===== config.mk =====
export PLATFORM = sky130hd
export DESIGN_NAME = prio_encoder_rr8
export DESIGN_NICKNAME = d
export VERILOG_FILES = /design/src/rtl/prio_encoder_rr8.sv
export SDC_FILE = /design/constraint.sdc
export NUM_CORES = 1
export LEC_CHECK = 0
export ABC_CLOCK_PERIOD_IN_PS = 5100
export BUFFER_PORTS_ARGS = -buffer_cell sky130_fd_sc_hd__buf_2
export CORE_ASPECT_RATIO = 0.9
export CORE_MARGIN = 1.5
export CORE_UTILIZATION = 35
export DETAILED_ROUTE_END_ITERATION = 16
export GPL_TIMING_DRIVEN = 0
export MAX_ROUTING_LAYER = met4
export PLACE_DENSITY = 0.62
export SYNTH_ARGS = -nofsm -noshare
export SYNTH_HDL_FRONTEND = slang
export SYNTH_SLANG_ARGS = --single-unit

===== constraint.sdc =====
create_clock -name clk -period 5.1 [get_ports clk]
set_clock_uncertainty 0.1 [all_clocks]
set_input_delay 1.53 -clock clk [delete_from_list [all_inputs] [get_ports clk]]
set_output_delay 1.53 -clock clk [all_outputs]
set_load 0.02 [all_outputs]

===== src/rtl/prio_encoder_rr8.sv =====
// Pending-request encoder: 8-bit request vector to 3-bit codes, round-robin or fixed priority; 2 edges from request to vld.
// Output holds sel/vld while rdy=0; new requests keep merging into pend, and a duplicate of a pending, ungranted bit raises err.
module prio_encoder_rr8 #(
  parameter bit RR = 1'b1
) (
  input  logic       clk,
  input  logic       rst_n,
  input  logic       en,
  input  logic [7:0] d,
  input  logic       rdy,
  input  logic       clr,
  output logic [2:0] sel,
  output logic       vld,
  output logic       err
);

  typedef enum logic {IDLE, OUT} state_t;

  state_t     state;
  logic [7:0] pend;
  logic [2:0] ptr;
  logic [2:0] start;
  logic [2:0] idx;
  logic [2:0] g;
  logic       found;
  logic       load;
  logic       grant;
  logic [7:0] grant_mask;
  logic [7:0] req;
  logic       overrun;

  // Descending bit scan from start, wrapping 0 -> 7; bit i carries code 7-i.
  always_comb begin
    start = RR ? ptr : 3'd7;
    idx   = 3'd0;
    g     = 3'd0;
    found = 1'b0;
    for (int k = 0; k < 8; k++) begin
      idx = start - 3'(k);
      if (!found && pend[idx]) begin
        g     = idx;
        found = 1'b1;
      end
    end
  end

  assign vld        = (state == OUT);
  assign load       = !vld || rdy;
  assign grant      = load && found;
  assign grant_mask = grant ? (8'(1) << g) : 8'h00;
  assign req        = en ? d : 8'h00;
  // A re-request of the bit granted on this edge is a legitimate new request, not an overrun.
  assign overrun    = |(req & pend & ~grant_mask);

  always_ff @(posedge clk or negedge rst_n) begin
    if (!rst_n) begin
      state <= IDLE;
      pend  <= 8'h00;
      sel   <= 3'd0;
      ptr   <= 3'd7;
      err   <= 1'b0;
    end else begin
      pend <= (pend & ~grant_mask) | req;

      if (overrun) begin
        err <= 1'b1;
      end else if (clr) begin
        err <= 1'b0;
      end

      case (state)
        IDLE, OUT: begin
          if (load) begin
            if (found) begin
              sel   <= ~g;
              state <= OUT;
              if (RR) begin
                ptr <= g - 3'd1;
              end
            end else begin
              state <= IDLE;
            end
          end
        end
        default: state <= IDLE;
      endcase
    end
  end

endmodule


==> results.ini, run 1 <==
[status]
outcome = finished clean

[power]
p_leak_uw = 0.0008467
comb_power_share_pct = 78.2
internal-power_uw = 799.9
switching_share_pct = 49.90
p_switching_uw = 796.7
power.total_uw = 1597
p_seq_share_pct = 14.5
powerDensity_mw_per_mm2 = 793.5
clkPwrFrac_pct = 7.3
peakVddDrop_v = 0.0002694

[final_layout]
layout_commonest_cell = nand2_1
multi_input_area_sq_mm = 0.001296
most-common-layout-cells = nand2_1, buf_2, dfrtp_1
seq_area_sq_um = 404.1
nNetsFinal = 229
postLayoutCoreUtil_pct = 41.10
nFillCells = 478
layout-drive-gt1-share_pct = 25.96
diodes = 0
areaGrowthSynthToFinish_pct = 12.06
finalNonFillerCells = 273

[synthesis]
syn_nets = 208
synthCells = 188
synth_top_area_share_pct = 18.12
avgSynthCellArea_sq_um = 9.550
synth_top_area_cell = dfrtp_1
ys_ff_latch = 16
netlist_area_sq_mm = 0.001795
synthArstFlopShare_pct = 100.0
synth_cell_types = 58
yosysWarnings = 0
synth_seq_area_share_pct = 22.51
synth_edf_count = 0
synthFlopType = dfrtp_1
synth_area_leaders = dfrtp_1, mux4_2, nand2_1

[worst_setup_path]
required_ns = 5.13
worstPathMaxFanout = 10
critical_path_class = register to register
critPathArrivalTime_ns = 4.78
crit_path_frequent_cell = ha_1
start_kind = register
path_cells = buf_6 -> buf_8 -> inv_1 -> ha_1 -> buf_2 -> nor2b_1 -> a22oi_1 -> a32o_2 -> and3_1 -> and4_1 -> a21oi_1 -> ha_1 -> o22ai_1 -> nand2_1 -> o21ai_0 -> a41o_1 -> or4_1
reg2reg_depth = 17
crit_slowest_cell = dfstp_2
crit_path_end_kind = register
slowest_delay_ns = 0.54

[clocking]
cts-root-buf = clkbuf_8
post_cts_resize_count = 0
cts_sinks = 16
clock_latency_ns = 0.26
numCtsBuffers = 3
clk_pin_slew_ns = 0.07
cts_hold_buf = 0
cts_setup_buffers = 0
cts.path.max_buffers = 2
cts_tree = yes
h-tree-depth = 1

[timing]
fin_crit_ns = 4.747
min_period_over_period_pct = 93.08
tns_ns = 0
rsz0062_at_grt = no
setup_slack_ns = 0.3527
finalHoldViolations = 0
max-slew-margin-rel_pct = 54.24
worst_slew_pin_slew_ns = 0.6775
fmaxAchievable_mhz = 210.6
setup_viol = 0
drv_slew = 0

[routing]
first_pass_iters = 4
drcViolationCount = 0
drt_wl_total_um = 4671
viasPerCell = 5.817
wl_per_cell_um = 17.11
drt_iter0_markers = 130
vias = 1588
drtAntennaViolNets = 0

[placement]
gp_congestion = 0.8531
numPortBuffers = 16
dp_cells = 269
place_ws_ns = 0.4068
hpwlAfterDp_um = 3524

[global_routing]
track_usage_pct = 18.78
grt_pass1_vias = 1577
grt_first_pass_wirelength_um = 7921
grt_max_degree = 17
grt_overflow = 0
antenna_found_initial = 0

[min_path]
hold_class = register to register
hold_depth = 1

[floorplanning]
rows = 24
initial_core_util_pct = 36.68
fp.dieH_um = 70.95
ioPinCount = 18
dieArea_sq_mm = 0.005569
fp.dieW_um = 78.50
core_sq_mm = 0.004895

[flow_run]
maxCapViolations = 0

[power by group through the flow]
| stage | registers, uW | clock network [uW] | logic, uW |
|---|---|---|---|
| after detailed placement | 233 | 0 | 1230 |
| after global routing | 240 | 122 | 1370 |
| after floorplan | 238 | 0 | 964 |
| final | 231 | 116 | 1250 |
| after global placement | 230 | 0 | 1220 |
| after CTS | 231 | 118 | 1230 |
[cells by family after synthesis]
| kind of cell | after synthesis | synth area share [%] |
|---|---|---|
| AND/OR/NAND/NOR | 67 | 19.51 |
| AO/OA/AOI/OAI | 49 | 21.74 |
| multiplexers | 27 | 24.18 |
| buffers and inverters | 19 | 5.296 |
| flip-flops | 16 | 22.51 |
| adder cells (fa/ha/maj) | 7 | 4.878 |
| XOR/XNOR | 3 | 1.882 |
[worst paths after layout]
kind	slack (ns)	endpoint	startpoint
setup / recovery	0.35	err	ptr[0]
hold / removal	0.38	sel[0]	sel[0]
setup reg to reg	0.35	err	ptr[0]
hold reg to reg	0.38	sel[0]	sel[0]
max in group asynchronous	3.50	ptr[0]	rst_n
min in group asynchronous	1.08	sel[2]	rst_n
[Yosys cell counts (5+ instances only)]
cell / instances
nand2_1: 25
dfrtp_1: 13
mux4_2: 11
a22o_1: 9
nor2_1: 9
a21oi_1: 7
clkbuf_1: 7
ha_1: 7
inv_1: 7
mux2i_1: 6
nand3_1: 6
o21ai_0: 6
mux2_1: 5
[layout make-up]
cell class                 count  area share [%]
clock buffer                   4           2.736
buffer                        11           3.234
timing repair buffer          16           3.980
sequential                    16           20.09
inverter                       8           1.493
tap                           65           4.042
multi-input combinational    153           64.43
[worst max-delay path: cells and delay by family (launching register included)]
family                   cells  cell delay, ns
adder cells (fa/ha/maj)      2            0.74
AO/OA/AOI/OAI                6            1.34
buffers and inverters        4            0.67
AND/OR/NAND/NOR              5            1.21
flip-flops                   1            0.54
[per-stage QoR]
step	area, sq um	hold WS, ns
floorplan	1795	0.4477
global placement	1957	0.3701
CTS	2012	0.3915
global route	2012	0.4132
detailed placement	1957	0.3731
finish	2012	0.3849
[registers in the layout (all words and copies together) (netlist names)]
register and flops:
pend 8, err 1, sel 3, ptr 3
vld 1
[metal layers]
layer	GRT usage [%]	part of all wire, %
met1	27.35	49
met2	27.73	46
met3	3.484	5.0
met4	2.778	0.32
met5	-	0
(Power assumes the default switching activity.)
==> inputs of run 2 (changes only) <==
--- a/config.mk
+++ b/config.mk
@@ -9,11 +9,11 @@
 export BUFFER_PORTS_ARGS = -buffer_cell sky130_fd_sc_hd__buf_2
 export CORE_ASPECT_RATIO = 0.9
 export CORE_MARGIN = 1.5
-export CORE_UTILIZATION = 35
+export CORE_UTILIZATION = 55
 export DETAILED_ROUTE_END_ITERATION = 16
 export GPL_TIMING_DRIVEN = 0
 export MAX_ROUTING_LAYER = met4
-export PLACE_DENSITY = 0.62
+export PLACE_DENSITY = 0.85
 export SYNTH_ARGS = -nofsm -noshare
 export SYNTH_HDL_FRONTEND = slang
 export SYNTH_SLANG_ARGS = --single-unit
==> results.ini, run 2 (synthesis gave the netlist of run 1 again) <==
[floorplanning]
rows = 19  ; was 24
fp.dieH_um = 57.21  ; was 70.95 um
core_sq_mm = 0.003090  ; was 0.004895 sq mm
fp.dieW_um = 63.23  ; was 78.50 um
dieArea_sq_mm = 0.003617  ; was 0.005569 sq mm
initial_core_util_pct = 58.10  ; was 36.68%
ioPinCount = 18  ; unchanged

[worst_setup_path]
start_kind = register  ; unchanged
crit_slowest_cell = dfstp_2  ; unchanged
r2r_start = ptr[0]  ; unchanged
crit_path_end_kind = register  ; unchanged
required_ns = 5.17  ; was 5.13 ns
reg2reg_slack_ns = 0.36  ; was 0.35 ns
reg2reg_depth = 18  ; was 17
worstPathMaxFanout = 10  ; unchanged
path_cells = buf_6 -> buf_8 -> inv_1 -> ha_1 -> buf_2 -> nor2b_1 -> a22oi_1 -> a32o_2 -> nand2_1 -> o211ai_1 -> a2bb2oi_1 -> a41oi_1 -> ha_1 -> o22ai_1 -> nand2_1 -> o21ai_0 -> a41o_1 -> or4_1  ; was buf_6 -> buf_8 -> inv_1 -> ha_1 -> buf_2 -> nor2b_1 -> a22oi_1 -> a32o_2 -> and3_1 -> and4_1 -> a21oi_1 -> ha_1 -> o22ai_1 -> nand2_1 -> o21ai_0 -> a41o_1 -> or4_1
r2r-end = err  ; unchanged
critical_path_class = register to register  ; unchanged
critPathArrivalTime_ns = 4.80  ; was 4.78 ns
slowest_delay_ns = 0.55  ; was 0.54 ns

[power]
peakVddDrop_v = 0.0005588  ; was 0.0002694 V
p_leak_uw = 0.0008330  ; was 0.0008467 uW
powerDensity_mw_per_mm2 = 790.2  ; was 793.5 mW/mm^2
power.total_uw = 1544  ; was 1597 uW

[final_layout]
most-common-layout-cells = nand2_1, buf_2, dfrtp_1  ; unchanged
areaGrowthSynthToFinish_pct = 8.850  ; was 12.06%
nNetsFinal = 229  ; unchanged
largest_reg_flops = 8  ; unchanged
postLayoutCoreUtil_pct = 63.24  ; was 41.10%
layout-drive-gt1-share_pct = 25.48  ; was 25.96%
top_regs = pend (8), ptr (3), sel (3)  ; unchanged
finalNonFillerCells = 250  ; was 273
diodes = 0  ; unchanged
layout_commonest_cell = nand2_1  ; unchanged
regMostFlops = pend  ; unchanged
nFillCells = 293  ; was 478

[min_path]
hold_depth = 1  ; unchanged
min_to = sel[0]  ; unchanged
hold_start = sel[0]  ; unchanged
hold_class = register to register  ; unchanged

[global_routing]
track_usage_pct = 28.01  ; was 18.78%
grt_overflow = 0  ; unchanged
grt_pass1_vias = 1595  ; was 1577
antenna_found_initial = 0  ; unchanged
grt_max_degree = 17  ; unchanged
grt_first_pass_wirelength_um = 7741  ; was 7921 um

[clocking]
cts_tree = yes  ; unchanged
cts_setup_buffers = 0  ; unchanged
post_cts_resize_count = 0  ; unchanged
cts-root-buf = clkbuf_4  ; was clkbuf_8
h-tree-depth = 1  ; unchanged
clk_pin_slew_ns = 0.10  ; was 0.07 ns
numCtsBuffers = 3  ; unchanged
cts.path.max_buffers = 2  ; unchanged
cts_hold_buf = 0  ; unchanged
cts_sinks = 16  ; unchanged
clock_latency_ns = 0.29  ; was 0.26 ns

[placement]
dp_cells = 246  ; was 269
gp_congestion = 0.9710  ; was 0.8531
hpwlAfterDp_um = 3446  ; was 3524 um
numPortBuffers = 16  ; unchanged

[routing]
first_pass_iters = 5  ; was 4
viasPerCell = 6.440  ; was 5.817
drt_wl_total_um = 4484  ; was 4671 um
wl_per_cell_um = 17.94  ; was 17.11 um
drt_iter0_markers = 113  ; was 130
drcViolationCount = 0  ; unchanged
drtAntennaViolNets = 0  ; unchanged
vias = 1610  ; was 1588

[timing]
max-slew-margin-rel_pct = 60.50  ; was 54.24%
tns_ns = 0  ; unchanged
rsz0062_at_grt = no  ; unchanged
fin_crit_ns = 4.736  ; was 4.747 ns
fmaxAchievable_mhz = 211.1  ; was 210.6 MHz
finalHoldViolations = 0  ; unchanged
worst_slew_pin_slew_ns = 0.5847  ; was 0.6775 ns
setup_viol = 0  ; unchanged
hold_slack_ns = 0.3963  ; was 0.3849 ns
min_period_over_period_pct = 92.86  ; was 93.08%
drv_slew = 0  ; unchanged

[status]
outcome = finished clean  ; unchanged

[flow_run]
maxCapViolations = 0  ; unchanged

## run 2: cell counts in the layout (fill, tap and decap cells not counted)
Identical to the previous run, type by type.
## run 2: routing by layer
metal | GRT usage, % | up-vias | wire length (um)
met4 | 11.18 | 0 | 141
met1 | 37.82 | 766 | 1977
li1 | - | 757 | -
met3 | 2.170 | 14 | 269
met5 | - | - | 0
met2 | 44.53 | 73 | 2095
## run 2: area by class of cell
type	instances	area [sq um]	share of cell area, %
Inverter	8	30.03	1.536
Tap cell	42	52.55	2.689
Timing Repair Buffer	16	80.08	4.097
Multi-Input combinational cell	153	1296	66.33
Clock buffer	4	26.28	1.344
Buffer	11	65.06	3.329
Sequential cell	16	404.1	20.68
## run 2: metrics by stage
stage / area (sq um) / setup slack (ns)
floorplan: 1795 / 1.046
global placement: 1928 / 0.4624
detailed placement: 1928 / 0.4002
CTS: 1954 / 0.3572
global route: 1954 / 0.1043
finish: 1954 / 0.3639
## run 2: worst max-delay path by stage
stage	startpoint	to	slack, ns	depth (start not counted)
floorplan	ptr[0]	err	1.05	18
CTS	ptr[0]	err	0.36	18
detailed placement	ptr[0]	err	0.40	18
finish	ptr[0]	err	0.36	18
global route	ptr[0]	err	0.10	18
global placement	ptr[0]	err	0.46	18
## run 2: worst max-delay path: cells and delay by family, from the launching register on
family                     cells  cell delay [ns]
AOI/OAI and AO/OA              8             1.61
buffers and inverters          4             0.69
adders and majority gates      2             0.71
and+or+nand+nor                4             0.95
DFF                            1             0.55
## run 2: power breakdown
part / switching, uW / leakage, uW / internal [uW] / total [uW]
logic: 693 / 0.000655 / 547 / 1240
clock network: 42.1 / 0.0000150 / 30.5 / 72.5
registers: 49.1 / 0.000163 / 184 / 233
